**src/rtl/synth_mode_ctrl.sv**
```systemverilog
// synth_mode_ctrl: PLAY/DEMO/RECORD/REPLAY mode FSM and registered mixer-output mux.
// Define SYNTH_RECORD_EN to build the record/replay buffer; without it only PLAY and DEMO exist.
module synth_mode_ctrl #(
    parameter int NUM_CHANNELS = 8,
    parameter int PITCH_W      = 12,
    parameter int REC_DEPTH    = 64,
    parameter int TICK_DIVIDE  = 749999
) (
    input  logic                            clk,
    input  logic                            rst,
    input  logic [NUM_CHANNELS-1:0]         keys,
    input  logic [NUM_CHANNELS*PITCH_W-1:0] key_pitches,
    input  logic                            btn_wave,
    input  logic                            btn_demo,
    input  logic                            btn_rec,
    input  logic [NUM_CHANNELS-1:0]         demo_channel_ena,
    input  logic [NUM_CHANNELS*2-1:0]       demo_waveforms,
    input  logic [NUM_CHANNELS*PITCH_W-1:0] demo_pitches,
    output logic [NUM_CHANNELS-1:0]         channel_ena,
    output logic [NUM_CHANNELS*2-1:0]       waveforms,
    output logic [NUM_CHANNELS*PITCH_W-1:0] pitches,
    output logic                            demo_ena,
    output logic [1:0]                      mode,
    output logic                            rec_full
);

    typedef enum logic [1:0] {
        PLAY   = 2'd0,
        DEMO   = 2'd1,
        RECORD = 2'd2,
        REPLAY = 2'd3
    } mode_t;

    mode_t state, next_state;

    logic [NUM_CHANNELS-1:0] keys_q;
    logic                    wave_q, demo_q;
    logic                    wave_rise, demo_rise, key_rise;
    logic [1:0]              wave_sel;

    // Edge detectors load the live inputs on reset so a held button does not fire afterwards.
    always_ff @(posedge clk) begin
        if (rst) begin
            keys_q <= keys;
            wave_q <= btn_wave;
            demo_q <= btn_demo;
        end else begin
            keys_q <= keys;
            wave_q <= btn_wave;
            demo_q <= btn_demo;
        end
    end

    assign wave_rise = btn_wave & ~wave_q;
    assign demo_rise = btn_demo & ~demo_q;
    assign key_rise  = |(keys & ~keys_q);

    always_ff @(posedge clk) begin
        if (rst)            wave_sel <= 2'd0;
        else if (wave_rise) wave_sel <= wave_sel + 2'd1;
    end

`ifdef SYNTH_RECORD_EN
    localparam int AW = $clog2(REC_DEPTH);
    localparam int LW = AW + 1;
    localparam int DW = NUM_CHANNELS + 2;
    localparam int CW = (TICK_DIVIDE > 0) ? $clog2(TICK_DIVIDE + 1) : 1;

    logic          rec_q, rec_rise;
    logic [CW-1:0] tick_cnt;
    logic          tick, rec_write, last_write;
    logic [AW-1:0] wr_ptr, rd_ptr;
    logic [LW-1:0] length;
    logic [DW-1:0] mem [REC_DEPTH];
    logic [DW-1:0] rd_data;

    always_ff @(posedge clk) begin
        rec_q <= btn_rec;
    end

    assign rec_rise   = btn_rec & ~rec_q;
    assign tick       = (tick_cnt == CW'(TICK_DIVIDE));
    // A button leaving RECORD wins over a write falling on the same cycle.
    assign rec_write  = (state == RECORD) && tick && !demo_rise && !rec_rise;
    assign last_write = rec_write && (wr_ptr == AW'(REC_DEPTH - 1));
`else
    logic unused_rec;
    assign unused_rec = btn_rec;
`endif

    // NOTE: every output of a combinational block gets a default first so no latch is inferred.
    always_comb begin
        next_state = state;
        if (demo_rise) begin
            next_state = (state == DEMO) ? PLAY : DEMO;
`ifdef SYNTH_RECORD_EN
        end else if (rec_rise) begin
            case (state)
                PLAY, DEMO: next_state = RECORD;
                RECORD:     next_state = (wr_ptr == '0) ? PLAY : REPLAY;
                default:    next_state = PLAY;
            endcase
        end else if (key_rise && (state == DEMO || state == REPLAY)) begin
            next_state = PLAY;
        end else if (last_write) begin
            next_state = REPLAY;
`else
        end else if (key_rise && state == DEMO) begin
            next_state = PLAY;
`endif
        end
    end

    // NOTE: sequential state uses non-blocking assignments so every flop samples pre-edge values.
    always_ff @(posedge clk) begin
        if (rst) state <= PLAY;
        else     state <= next_state;
    end

`ifdef SYNTH_RECORD_EN
    always_ff @(posedge clk) begin
        if (rst || next_state != state) tick_cnt <= '0;
        else if (tick)                  tick_cnt <= '0;
        else                            tick_cnt <= tick_cnt + CW'(1);
    end

    always_ff @(posedge clk) begin
        if (rst) begin
            wr_ptr   <= '0;
            rd_ptr   <= '0;
            length   <= '0;
            rec_full <= 1'b0;
        end else begin
            if (next_state == RECORD && state != RECORD) begin
                wr_ptr   <= '0;
                rec_full <= 1'b0;
            end else if (rec_write) begin
                wr_ptr <= wr_ptr + AW'(1);
                if (last_write) begin
                    rec_full <= 1'b1;
                    length   <= LW'(REC_DEPTH);
                end
            end
            if (state == RECORD && (demo_rise || rec_rise))
                length <= {1'b0, wr_ptr};
            if (next_state == REPLAY && state != REPLAY)
                rd_ptr <= '0;
            else if (state == REPLAY && tick)
                rd_ptr <= ({1'b0, rd_ptr} == length - LW'(1)) ? '0 : rd_ptr + AW'(1);
        end
    end

    // NOTE: the buffer has no reset so it maps onto block RAM; contents are undefined after rst.
    always_ff @(posedge clk) begin
        if (rec_write) mem[wr_ptr] <= {keys, wave_sel};
        rd_data <= mem[rd_ptr];
    end
`else
    assign rec_full = 1'b0;
`endif

    always_ff @(posedge clk) begin
        if (rst) begin
            channel_ena <= '0;
            waveforms   <= '0;
            pitches     <= '0;
        end else begin
            channel_ena <= keys;
            waveforms   <= {NUM_CHANNELS{wave_sel}};
            pitches     <= key_pitches;
            if (state == DEMO) begin
                channel_ena <= demo_channel_ena;
                waveforms   <= demo_waveforms;
                pitches     <= demo_pitches;
            end
`ifdef SYNTH_RECORD_EN
            else if (state == REPLAY) begin
                channel_ena <= rd_data[DW-1:2];
                waveforms   <= {NUM_CHANNELS{rd_data[1:0]}};
            end
`endif
        end
    end

    assign mode     = state;
    assign demo_ena = (state == DEMO);

endmodule

```
**config.mk**
```make
export PLATFORM = sky130hd
export DESIGN_NAME = synth_mode_ctrl
export DESIGN_NICKNAME = d
export VERILOG_FILES = /design/src/rtl/synth_mode_ctrl.sv
export SDC_FILE = /design/constraint.sdc
export NUM_CORES = 1
export LEC_CHECK = 0
export CAP_MARGIN = 20
export CORE_AREA = 2 2 138 140
export CTS_CLUSTER_DIAMETER = 150
export DETAILED_ROUTE_END_ITERATION = 8
export DIE_AREA = 0 0 140 142
export PLACE_DENSITY = 0.6
export RECOVER_POWER = 50
export SETUP_SLACK_MARGIN = 0.3
export SYNTH_ARGS = -nofsm -noshare
export SYNTH_HDL_FRONTEND = slang
export SYNTH_SLANG_ARGS = --single-unit
```
**constraint.sdc**
```tcl
create_clock -name clk -period 1.45 [get_ports clk]
set_input_delay 0.29 -clock clk [delete_from_list [all_inputs] [get_ports clk]]
set_output_delay 0.29 -clock clk [all_outputs]
set_load 0.05 [all_outputs]
```
# --- Word level (Yosys, flattened, before mapping) ---
# Cells that the tools add are included.
word_totals:
  register_bits: 134
  in_bits: 229
op_classes:
  n_addsub: 1
  n_eq_ne: 1
  muxes: 6
  bitwise_logic: 6
  n_reduce_logical: 3
ops:
  columns: ["op", "count"]
  rows:
  - ["96-bit 2-to-1 mux", 1]
  - ["16-bit 2-to-1 mux", 1]
  - ["8-bit bitwise AND", 1]
  - ["8-bit 2-to-1 mux", 1]
  - ["8-bit inverter", 1]
  - ["8-bit OR reduction", 1]
  - ["2-bit 2-to-1 mux", 2]
  - ["2-bit by 1-bit adder with 2-bit output, second input constant", 1]
  - ["1-bit bitwise AND", 2]
  - ["2-bit by 1-bit equality test with 1-bit output, second input constant", 1]
  - ["1-bit inverter", 2]
  - ["2-bit nonzero test", 1]
  - ["1-bit logical AND", 1]
  - ["1-bit 2-to-1 mux", 1]

# --- Logic depth before layout (Yosys ltp) ---
logic_depth:
  word_depth: 6
  depth_mapped: 5
  ltp_nobuf: 3

# --- Least setup slack after synthesis ---
# No wires, ideal clock.
synth_path:
  kind: "register -> register"
  startpoint: "reg state[0] (netlist: mode[0])"
  endpoint: "reg pitches[25]"
  setup_time_ps: 128
  arrival_ps: 1344
  setup_slack_ps: -22
  stages_incl_launch_ff: 6
  period_less_slack_ps: 1472
  cell_sequence: "dfxtp_1 > buf_6 > buf_6 > buf_6 > mux2i_1 > nor2_1"
synth_between:
  elab_chain_cells: 2
synth_rtl:
  columns: ["item", "line_no", "rtl"]
  rows:
  - ["from (decl)", "34", "mode_t state, next_state;"]
  - ["from (signal assigned)", "117", "else state <= next_state;"]
  - ["2-bit by 1-bit equality test with 1-bit output", "171", "if (state == DEMO) begin"]
  - ["96-bit 2-to-1 mux", "171", null]
  - ["to (signal assigned)", "170", "pitches <= key_pitches;"]
  - ["to (signal assigned)", "174", "pitches <= demo_pitches;"]
  - ["to (decl)", "21", "output logic [NUM_CHANNELS*PITCH_W-1:0] pitches,"]
# Every way passes these cells.
# A chain may end at the register's enable or synchronous reset.

# --- Worst setup path in the final report ---
layout_path:
  startpoint: "reg state[0] (netlist: mode[0])"
  endpoint: "reg pitches[66]"
# The elaborated chain is that of the path after synthesis.

==> metrics.cfg <==
[logic_synthesis]
synth_adder_area_share=0
synth_top_family_by_area=multiplexers
synth_simple_gate_area_frac=0.118
synth_warnings=0
yosysUniqueCellTypes=19
ys_ff_latch=133
synth_xor_area_frac=0.00381
ys_seq_area_frac=0.578
synth_compound_area_frac=0.0228
synth.avg_cell_area_um2=10.7
mappedNetlistArea_mm2=0.00460
synthMuxAreaShare=0.226
postSynthCellCount=429

[clock_tree]
cts_inserted_buffers=17
cts.htree.levels=4
cts_tree=done
cts.sinks=133
insertion_delay_ns=0.41
clk_pin_slew_ns=0.06
clockRootBuffer=clkbuf_16
clock_path_buffers=2

[grt]
grt_util_met2=0.313
gr-total-overflow=0
antenna_found_initial=0
grt_max_degree=47
grt_pass1_vias=4700
grt.met1_usage=0.170
met3_usage=0.0710
grt_usage=0.169
grt_pass1_wl_um=25700
grt_busiest_layer=met2

[final_layout]
final_common_cell=clkdlybuf4s50_1
area_growth_pct=119
final_cell_mix=clkdlybuf4s50_1, dfxtp_2, nor2_1
layout-drive-gt1-share=0.416
fin_nets=1035
final_util=0.546
n_antenna_cell=0

[sta]
fin_crit_ns=1.35
relSlewSlack=0.653
rsz0062_at_grt=true
setup_viol=0
period_share=0.933
drv_slew=0
hold_violations=0
skew_ns=0.0185
setup_tns_ns=0
worstMarginPinSlew_ns=0.521
fmax_ghz=0.740
fin_hold_ws_ns=0.237

[critical_path]
start_kind=flip-flop
cp.required_ns=1.74
critPathArrivalTime_ns=1.65
path_class=flip-flop to flip-flop
worstSetupEndpointType=flip-flop
worst-path-max-fanout=7

[placement]
dpl.hpwl_um=13300
io_buffers=349
place_congestion=0.833

[min_path]
hp-class=input port to flip-flop

[die]
start_util=0.249
pin_count=353
die_height_um=142
rows=50
core_area_mm2=0.0185
dieWidth_um=140
dieArea_mm2=0.0199

[route]
ant_nets=0
drt_iter0_markers=119
drt-pass1-iter-count=8
wl_per_cell_um=17.6
drc=25
viasPerCell=4.27
via_count=4494
wirelength_um=18600

[power]
leakage_uw=0.00406
powerDensity_mw_per_mm2=1100
ir_drop_mv=0.771
p_total_uw=11100

[run_status]
violations=design-rule violations
status=complete, but fails checks

[flow_run]
drv_cap=0

-- cells by family after synthesis --
group | after synthesis
buf+inv | 35
other cells | 1
simple gates | 135
flops | 133
mux | 104
compound gates | 19
xor+xnor | 2
-- synth_stat cells --
cell type	number	area (µm²)
nand3b_1	2	15.0
o2111ai_1	2	17.5
buf_4	6	45.0
dfxtp_1	133	2660
nand2b_1	9	56.3
clkbuf_1	10	37.5
nor2_1	106	398
conb_1	1	3.75
mux2i_1	104	1040
or3_1	1	6.26
buf_2	8	40.0
nor2b_1	1	6.26
xor2_1	1	8.76
xnor2_1	1	8.76
a21oi_1	16	80.1
o31ai_1	1	7.51
buf_6	9	101
nand2_1	16	60.1
inv_1	2	7.51
-- layout make-up --
| type | count | area [µm²] |
|---|---|---|
| multi-input combinational | 262 | 1920 |
| clock buffer | 18 | 439 |
| sequential | 133 | 2810 |
| timing repair buffer | 390 | 4440 |
| inverter | 2 | 7.51 |
| tap | 234 | 293 |
| clock inverter | 14 | 173 |
| fill | 1563 | 8380 |
-- per-layer routing --
metal  wire length [µm]  share of wire  up-vias
li1                   -              -     2162
met1               6590           0.35     2078
met2               9810           0.53      221
met3               1690          0.091       33
met4                480          0.026        0
met5                  0              0        -
-- critical path: stages, from the launching register on --
cell,delay [ns]
dfxtp_4,0.37
buf_12,0.14
buf_16,0.14
clkbuf_1,0.23
mux2i_2,0.27
nor2_1,0.07
-- per-stage QoR --
stage	cell area [µm²]	setup WS [ns]	instances
5_1_grt	10100	0.0334	1053
3_5_place_dp	9580	0.0748	993
4_1_cts	10400	0.119	1029
2_1_floorplan	4650	0.258	430
3_3_place_gp	9580	0.0540	993
6_report	10100	0.0977	1053
-- power by group --
group | switching (µW) | total [µW] | internal (µW)
clock network | 1650 | 4420 | 2770
logic | 1310 | 2640 | 1330
registers | 119 | 4040 | 3920
total | 3080 | 11100 | 8020
-- registers in the layout, summed over array words and instances (netlist names) --
name,cells
mode,1
wave_q,1
keys_q,8
pitches,96
demo_q,1
waveforms,16
channel_ena,8
wave_sel,2
-- path summary, 6_finish.rpt --
check,endpoint,start,cells after the start,slack [ns]
worst max register to register,pitches[66],mode[0],5,0.1
worst min register to register,wave_sel[1],wave_sel[1],2,0.52
worst min-delay path,channel_ena[6],rst,2,0.24
worst max-delay path,pitches[66],mode[0],5,0.1
-- what timing repair did --
action / 4_1_cts / 5_1_grt
hold endpoints to repair: 0 / 0
setup buffers: 4 / 14
setup endpoints to repair: 233 / 238
hold buffers: 0 / 0
resized for setup: 127 / 68
cloned: 0 / 10
pin swaps: 0 / 16
No activity file was read; power rests on OpenSTA's default activity.
